`config.mk`:
```
export PLATFORM = sky130hd
export DESIGN_NAME = uart_tx_feeder
export DESIGN_NICKNAME = d
export VERILOG_FILES = /design/src/rtl/uart_tx_feeder.sv
export SDC_FILE = /design/constraint.sdc
export NUM_CORES = 1
export LEC_CHECK = 0
export CAP_MARGIN = 20
export CORE_MARGIN = 2
export CORE_UTILIZATION = 55
export CTS_BUF_LIST = sky130_fd_sc_hd__clkbuf_8
export DETAILED_ROUTE_END_ITERATION = 10
export PLACE_DENSITY = 0.74
export SYNTH_ARGS = -nofsm -noshare
export SYNTH_HDL_FRONTEND = slang
export SYNTH_SLANG_ARGS = --single-unit
```
`constraint.sdc`:
```
create_clock -name clk -period 3.4 [get_ports clk]
set_input_delay 0.68 -clock clk [delete_from_list [all_inputs] [get_ports clk]]
set_output_delay 0.68 -clock clk [all_outputs]
set_load 0.02 [all_outputs]
```
`src/rtl/uart_tx_feeder.sv`:
```
// Byte FIFO that feeds a UART transmitter one byte at a time through a 5-state launch FSM.
// A write into an empty FIFO with the FSM idle produces tx_start three cycles later.
module uart_tx_feeder #(
  parameter int DEPTH = 8
) (
  input  logic                     clk,
  input  logic                     rst,
  input  logic                     wr_en,
  input  logic [7:0]               wr_data,
  input  logic                     flush,
  output logic                     full,
  output logic                     empty,
  output logic [$clog2(DEPTH):0]   count,
  output logic                     overflow,
  output logic                     tx_start,
  output logic [7:0]               tx_data,
  input  logic                     tx_active,
  input  logic                     tx_done,
  output logic                     busy
);

  localparam int AW = $clog2(DEPTH);
  localparam int CW = AW + 1;

  typedef enum logic [2:0] {
    IDLE      = 3'd0,
    LOAD      = 3'd1,
    START     = 3'd2,
    WAIT_DONE = 3'd3,
    GAP       = 3'd4
  } state_t;

  state_t          state_q, state_d;
  logic [AW-1:0]   wr_ptr_q, wr_ptr_d;
  logic [AW-1:0]   rd_ptr_q, rd_ptr_d;
  logic [CW-1:0]   count_q, count_d;
  logic            overflow_q, overflow_d;
  logic [7:0]      tx_data_q, tx_data_d;
  logic            done_prev_q, done_prev_d;
  logic [7:0]      mem_q [DEPTH];

  logic push;
  logic pop;
  logic done_rise;

  assign full      = (count_q == CW'(DEPTH));
  assign empty     = (count_q == '0);
  assign count     = count_q;
  assign overflow  = overflow_q;
  assign tx_data   = tx_data_q;
  assign done_rise = tx_done & ~done_prev_q;

  // Flush blocks both sides of the FIFO in the cycle it is asserted.
  assign push = wr_en & ~full & ~flush;
  assign pop  = (state_q == IDLE) & ~empty & ~flush;

  always_comb begin
    wr_ptr_d    = wr_ptr_q;
    rd_ptr_d    = rd_ptr_q;
    count_d     = count_q;
    overflow_d  = overflow_q | (wr_en & full);
    tx_data_d   = tx_data_q;
    done_prev_d = tx_done;
    if (flush) begin
      wr_ptr_d = '0;
      rd_ptr_d = '0;
      count_d  = '0;
    end else begin
      if (push) wr_ptr_d = wr_ptr_q + AW'(1);
      if (pop) begin
        rd_ptr_d  = rd_ptr_q + AW'(1);
        tx_data_d = mem_q[rd_ptr_q];
      end
      count_d = count_q + CW'(push) - CW'(pop);
    end
  end

  always_comb begin
    state_d = state_q;
    case (state_q)
      IDLE:      if (pop) state_d = LOAD;
      LOAD:      state_d = START;
      START:     state_d = WAIT_DONE;
      WAIT_DONE: if (done_rise) state_d = GAP;
      GAP:       if (!tx_done && !tx_active) state_d = IDLE;
      default:   state_d = IDLE;
    endcase
  end

  always_comb begin
    tx_start = (state_q == START);
    busy     = (state_q != IDLE);
  end

  always_ff @(posedge clk or posedge rst) begin
    if (rst) begin
      state_q     <= IDLE;
      wr_ptr_q    <= '0;
      rd_ptr_q    <= '0;
      count_q     <= '0;
      overflow_q  <= 1'b0;
      tx_data_q   <= 8'h00;
      done_prev_q <= 1'b0;
    end else begin
      state_q     <= state_d;
      wr_ptr_q    <= wr_ptr_d;
      rd_ptr_q    <= rd_ptr_d;
      count_q     <= count_d;
      overflow_q  <= overflow_d;
      tx_data_q   <= tx_data_d;
      done_prev_q <= done_prev_d;
    end
  end

  // Storage needs no reset; occupancy is tracked by count and the pointers.
  always_ff @(posedge clk) begin
    if (push) mem_q[wr_ptr_q] <= wr_data;
  end

endmodule

```
==> impl_metrics.tcl, run 1 <==
set metrics [dict create \
    setup-violations-final 0 \
    cts_tree "yes" \
    ys_types 32 \
    relSlewSlack_pct 40.8 \
    grt_util_met3_pct 2.85 \
    place.gp.congestion 0.758 \
    power_density_nw_per_um2 670 \
    cp-endpoint "full" \
    period_share_pct 82.5 \
    vdd_drop_max_v 0.000399 \
    use_met1_pct 24.4 \
    syn-cell-area_um2 3540 \
    tightest_slew_ps 888 \
    async_flop_share_pct 26.4 \
    start_kind "flip-flop" \
    ios 31 \
    report.final.slew_viol_count 0 \
    post-route-min-period_ps 2810 \
    place_area_um2 3960 \
    core_um2 6280 \
    die_h_um 84.2 \
    die_w_um 84.2 \
    cp.required_ps 2720 \
    grt_max_degree 24 \
    yosys.area.top_type_share_pct 54.4 \
    cts_resized 0 \
    leakagePower_nw 1.49 \
    startpoint "count[2]$_DFF_PP0_" \
    finalHoldViolations 0 \
    yosysWarnings 0 \
    r2r_setup_slack_ps 900 \
    grt_usage_pct 18.5 \
    ys_ff_latch 87 \
    cap_violations 0 \
    io_buffers 30 \
    first_pass_iters 4 \
    critPathKind "flip-flop to output pin" \
    synth-edff-count 64 \
    rr_worst_depth 11 \
    wl_um 5930 \
    final.setup_skew_ps 11.4 \
    ant_nets 0 \
    fin_nets 276 \
    drcViolationCount 0 \
    synth_area_leader_cell "edfxtp_1" \
    cp-end-kind "output pin" \
    cts.sinks 87 \
    postSynthAreaPerCell_um2 17.0 \
    yosysMostFrequentCell "edfxtp_1" \
    rsz0062_at_grt "false" \
    r2r_start "count[2]$_DFF_PP0_" \
    synth_seq_area_share_pct 70.6 \
    worst-endpoint-arrival_ps 2130 \
    via_per_inst 5.42 \
    areaGrowthSynthToFinish_pct 18.5 \
    dp_hpwl_um 3790 \
    drive_above_1_share_pct 18.6 \
    htree_levels 3 \
    post-place-ws_ps 532 \
    antenna_found_initial 0 \
    dr_total_vias 1817 \
    grt_use_met2_pct 29.7 \
    fmax_mhz 356 \
    root_buffer "clkbuf_8" \
    antenna_cells 0 \
    fin_setup_tns_ps 0 \
    clk_pin_slew_ps 90 \
    synthTopCellsByArea "edfxtp_1, dfrtp_1, mux4_2" \
    synth_ff_type "edfxtp_1" \
    clkLatencyLatePin_ps 350 \
    finalWorstSetupSlack_ps 594 \
    r2r-end "count[2]$_DFF_PP0_" \
    numCtsBuffers 9 \
    postSynthCellCount 208 \
    synth_nets 231 \
    grt.overflow.total 0 \
    busiest_layer "met2" \
    fin_area_um2 4190 \
    wl_per_cell_um 17.7 \
    worst_hold_path_type "flip-flop to flip-flop" \
    initial_core_util_pct 56.3 \
    post_cts_buffers 0 \
    grt_pass1_wl_um 9570 \
    yosys-top-cells-count "edfxtp_1, nor2_1, dfrtp_1, mux4_2, a21oi_1" \
    ctsHoldBuffers 0 \
    grt_pass1_vias 1904 \
    dieArea_um2 7090 \
    first_iter_violations 76 \
    cts_buffer_depth 2 \
    critPathMaxFanout 5 \
    num_rows 29 \
    run_status "finished clean" \
]
[state kept, by name, indices dropped and copies added (netlist names)]
name,flops
wr_ptr_q,3
done_prev_q,1
tx_data,8
mem_q,64
state_q,3
count,4
rd_ptr_q,3
overflow,1
[area by class of cell]
class | count | area, um2
multi-input cells | 104 | 948
clock buffers | 9 | 124
inverters | 10 | 38.8
well taps | 77 | 96.3
repair buffers | 41 | 383
flip-flops and latches | 87 | 2500
clock inverters | 7 | 104
fillers | 433 | 2090
[stage by stage]
| step | util, % | hold slack, ps | instances | total power, W |
|---|---|---|---|---|
| global route | 66.8 | 505 | 335 | 0.00295 |
| CTS | 66.8 | 475 | 335 | 0.00284 |
| detailed placement | 63.1 | 456 | 319 | 0.00205 |
| floorplan | - | 476 | 208 | 0.00176 |
| finish | 66.8 | 468 | 335 | 0.00281 |
| global placement | 63.1 | 455 | 319 | 0.00203 |
[cells by family after synthesis]
group	after synthesis	share of synthesized area, %
flip-flops	87	70.6
AND/OR/NAND/NOR	49	7.01
multiplexers	24	12.5
buffers and inverters	17	2.55
AO/OA/AOI/OAI	16	2.48
adder cells (fa/ha/maj)	9	3.40
XOR/XNOR	6	1.49
[critical path, stage by stage, from the launching register on]
cell and delay [ps]:
dfrtp_1 380, inv_1 100, ha_1 140, or3b_1 440, inv_1 110, clkdlybuf4s50_1 610
[how the worst min path moves through the flow]
stage | start | to | slack, ps | cells past startpoint
after floorplan | state_q[2]$_DFFE_PP0P_ | state_q[0]$_DFFE_PP0P_ | 480 | 1
after global placement | overflow$_DFF_PP0_ | overflow$_DFF_PP0_ | 450 | 1
after detailed placement | overflow$_DFF_PP0_ | overflow$_DFF_PP0_ | 460 | 1
after CTS | overflow$_DFF_PP0_ | overflow$_DFF_PP0_ | 480 | 1
after global routing | overflow$_DFF_PP0_ | overflow$_DFF_PP0_ | 500 | 1
final | overflow$_DFF_PP0_ | overflow$_DFF_PP0_ | 470 | 1
[where the power goes]
part	total [W]	switching, W	internal [W]
logic	0.000678	0.000353	0.000325
registers	0.00134	0.0000880	0.00125
clock network	0.000790	0.000366	0.000424
[routing by layer]
metal	up-vias	share of wire [%]
met2	43	51
met3	6	4.7
li1	869	-
met5	-	0
met1	899	43
met4	0	1.3
[layout by cell type (no fill, tap or decap), types with 2 or more instances in the layout]
master           netlist  layout
edfxtp_1              64      64
clkdlybuf4s50_1        0      30
nor2_1                24      24
dfrtp_1               23      23
mux4_2                16      16
a21oi_1               12      12
buf_4                  0      11
clkbuf_8               0       9
mux2i_1                8       8
inv_1                  8       8
ha_1                   8       8
nand2_1                5       5
xor2_1                 4       4
nand3_1                4       4
nor3_1                 3       3
nand2b_1               3       3
or3b_1                 2       2
clkinv_2               1       2
nor2b_1                2       2
xnor2_1                2       2
a21o_1                 2       2
bufinv_16              0       2
inv_8                  0       2
Power figures use the tool's default switching activity.
==> inputs of run 2 (changes only) <==
- clock period: 3.4 -> 2.9 ns (I/O delays scaled with it)
==> impl_metrics.tcl, run 2 (same netlist as run 1, synthesis figures left out) <==
set metrics [dict create \
    run_status "finished clean" \
    wl_per_cell_um 18.2 \
    numCtsBuffers 9 \
    wl_met3_um 458 \
    critPathKind "flip-flop to output pin" \
    wl_met1_um 2520 \
    largest-register "mem_q" \
    dr_total_vias 1856 \
    power.share.switching_pct 27.7 \
    post-route-min-period_ps 2730 \
    whs_ps 470 \
    cts.sinks 87 \
    cp-end-kind "output pin" \
    root_buffer "clkbuf_8" \
    final.setup_skew_ps 11.2 \
    p_clk_share_pct 32.1 \
    start_kind "flip-flop" \
    io_buffers 30 \
    r2r_setup_slack_ps 370 \
    ctsHoldBuffers 0 \
    dp_hpwl_um 3900 \
    fillers 437 \
    grt_usage_pct 19.0 \
    dieArea_um2 7090 \
    place_inst 322 \
    finalHoldViolations 0 \
    multi_input_area_um2 948 \
    fin_area_um2 4260 \
    ios 31 \
    drive_above_1_share_pct 19.5 \
    post_cts_buffers 0 \
    p_switching_w 0.000969 \
    cts_tree "yes" \
    final_cells 338 \
    final_common_cell "edfxtp_1" \
    clkLatencyLatePin_ps 360 \
    die_h_um 84.2 \
    first_pass_iters 4 \
    rsz0062_at_grt "false" \
    top_layer "met4" \
    cts_resized 0 \
    htree_levels 3 \
    relSlewSlack_pct 47.0 \
    period_share_pct 94.1 \
    cp.required_ps 2320 \
    critPathMaxFanout 5 \
    pwr-share-comb_pct 23.0 \
    fin_util_pct 67.9 \
    antenna_found_initial 0 \
    num_rows 29 \
    core_um2 6280 \
    place_area_um2 3990 \
    clk_pin_slew_ps 90 \
    report.final.slew_viol_count 0 \
    areaGrowthSynthToFinish_pct 20.5 \
    cap_violations 0 \
    wl_met2_um 3100 \
    vdd_drop_max_v 0.000606 \
    place.gp.congestion 0.774 \
    worst-endpoint-arrival_ps 2150 \
    worst_hold_path_type "flip-flop to flip-flop" \
    wl_um 6150 \
    p_int_w 0.00253 \
    grt_pass1_vias 1916 \
    cts_buffer_depth 2 \
    initial_core_util_pct 56.3 \
    largest_reg_flops 64 \
    via_per_inst 5.49 \
    grt_pass1_wl_um 9740 \
    antenna_cells 0 \
    seq_power_share_pct 44.9 \
    grt.overflow.total 0 \
    die_w_um 84.2 \
    setup-violations-final 0 \
    fin_setup_tns_ps 0 \
    leakagePower_nw 1.53 \
    fmax_mhz 366 \
    seq_area_um2 2500 \
    first_iter_violations 124 \
    power_density_nw_per_um2 820 \
    ant_nets 0 \
    tightest_slew_ps 795 \
    drcViolationCount 0 \
    layout_common_cells "edfxtp_1, clkdlybuf4s50_1, nor2_1" \
    grt_max_degree 24 \
    fin_nets 279 \
]
-- run 2: cell count changes in the layout (fill, tap and decap cells not counted), sizes merged --
cell and change:
inv +1, clkinvlp -1, buf +3, clkinv -2
bufinv +2
-- run 2: worst max-delay path, stage by stage (launching register included) --
cell	delay (ps)
dfrtp_1	380
inv_1	100
ha_1	150
or3b_1	450
inv_1	110
clkdlybuf4s50_1	610
-- run 2: path summary, 6_finish.rpt --
| check | start | endpoint | depth (start not counted) |
|---|---|---|---|
| setup / recovery | count[2]$_DFF_PP0_ | full | 5 |
| hold / removal | overflow$_DFF_PP0_ | overflow$_DFF_PP0_ | 1 |
| setup reg to reg | count[2]$_DFF_PP0_ | count[2]$_DFF_PP0_ | 11 |
| hold reg to reg | overflow$_DFF_PP0_ | overflow$_DFF_PP0_ | 1 |
| max in group asynchronous | rst | overflow$_DFF_PP0_ | 3 |
| min in group asynchronous | rst | tx_data[5]$_DFFE_PP0P_ | 3 |
-- run 2: per-stage QoR --
step           power (W)  setup WS [ps]
2_1_floorplan    0.00206            264
3_3_place_gp     0.00239            266
3_5_place_dp     0.00241            204
4_1_cts          0.00354            148
5_1_grt          0.00367           56.2
6_report         0.00350            170
-- run 2: power by group through the flow --
stage	sequential [W]	clock (W)	combinational, W
5_1_grt	0.00159	0.00120	0.000879
2_1_floorplan	0.00167	0	0.000395
3_3_place_gp	0.00159	0	0.000794
3_5_place_dp	0.00160	0	0.000815
6_report	0.00157	0.00112	0.000804
4_1_cts	0.00157	0.00115	0.000816
-- run 2: layout make-up --
cell class	instances	area share, %
clock inverters	7	3.55
well taps	77	2.26
clock buffers	9	2.91
flip-flops and latches	87	58.6
multi-input cells	104	22.3
repair buffers	44	9.51
inverters	10	0.910
-- run 2: per-layer routing --
layer  up-vias  global-route usage [%]
li1        872                       -
met1       911                    25.0
met2        63                    30.1
met3        10                    4.82
met4         0                    8.80
met5         -                       0
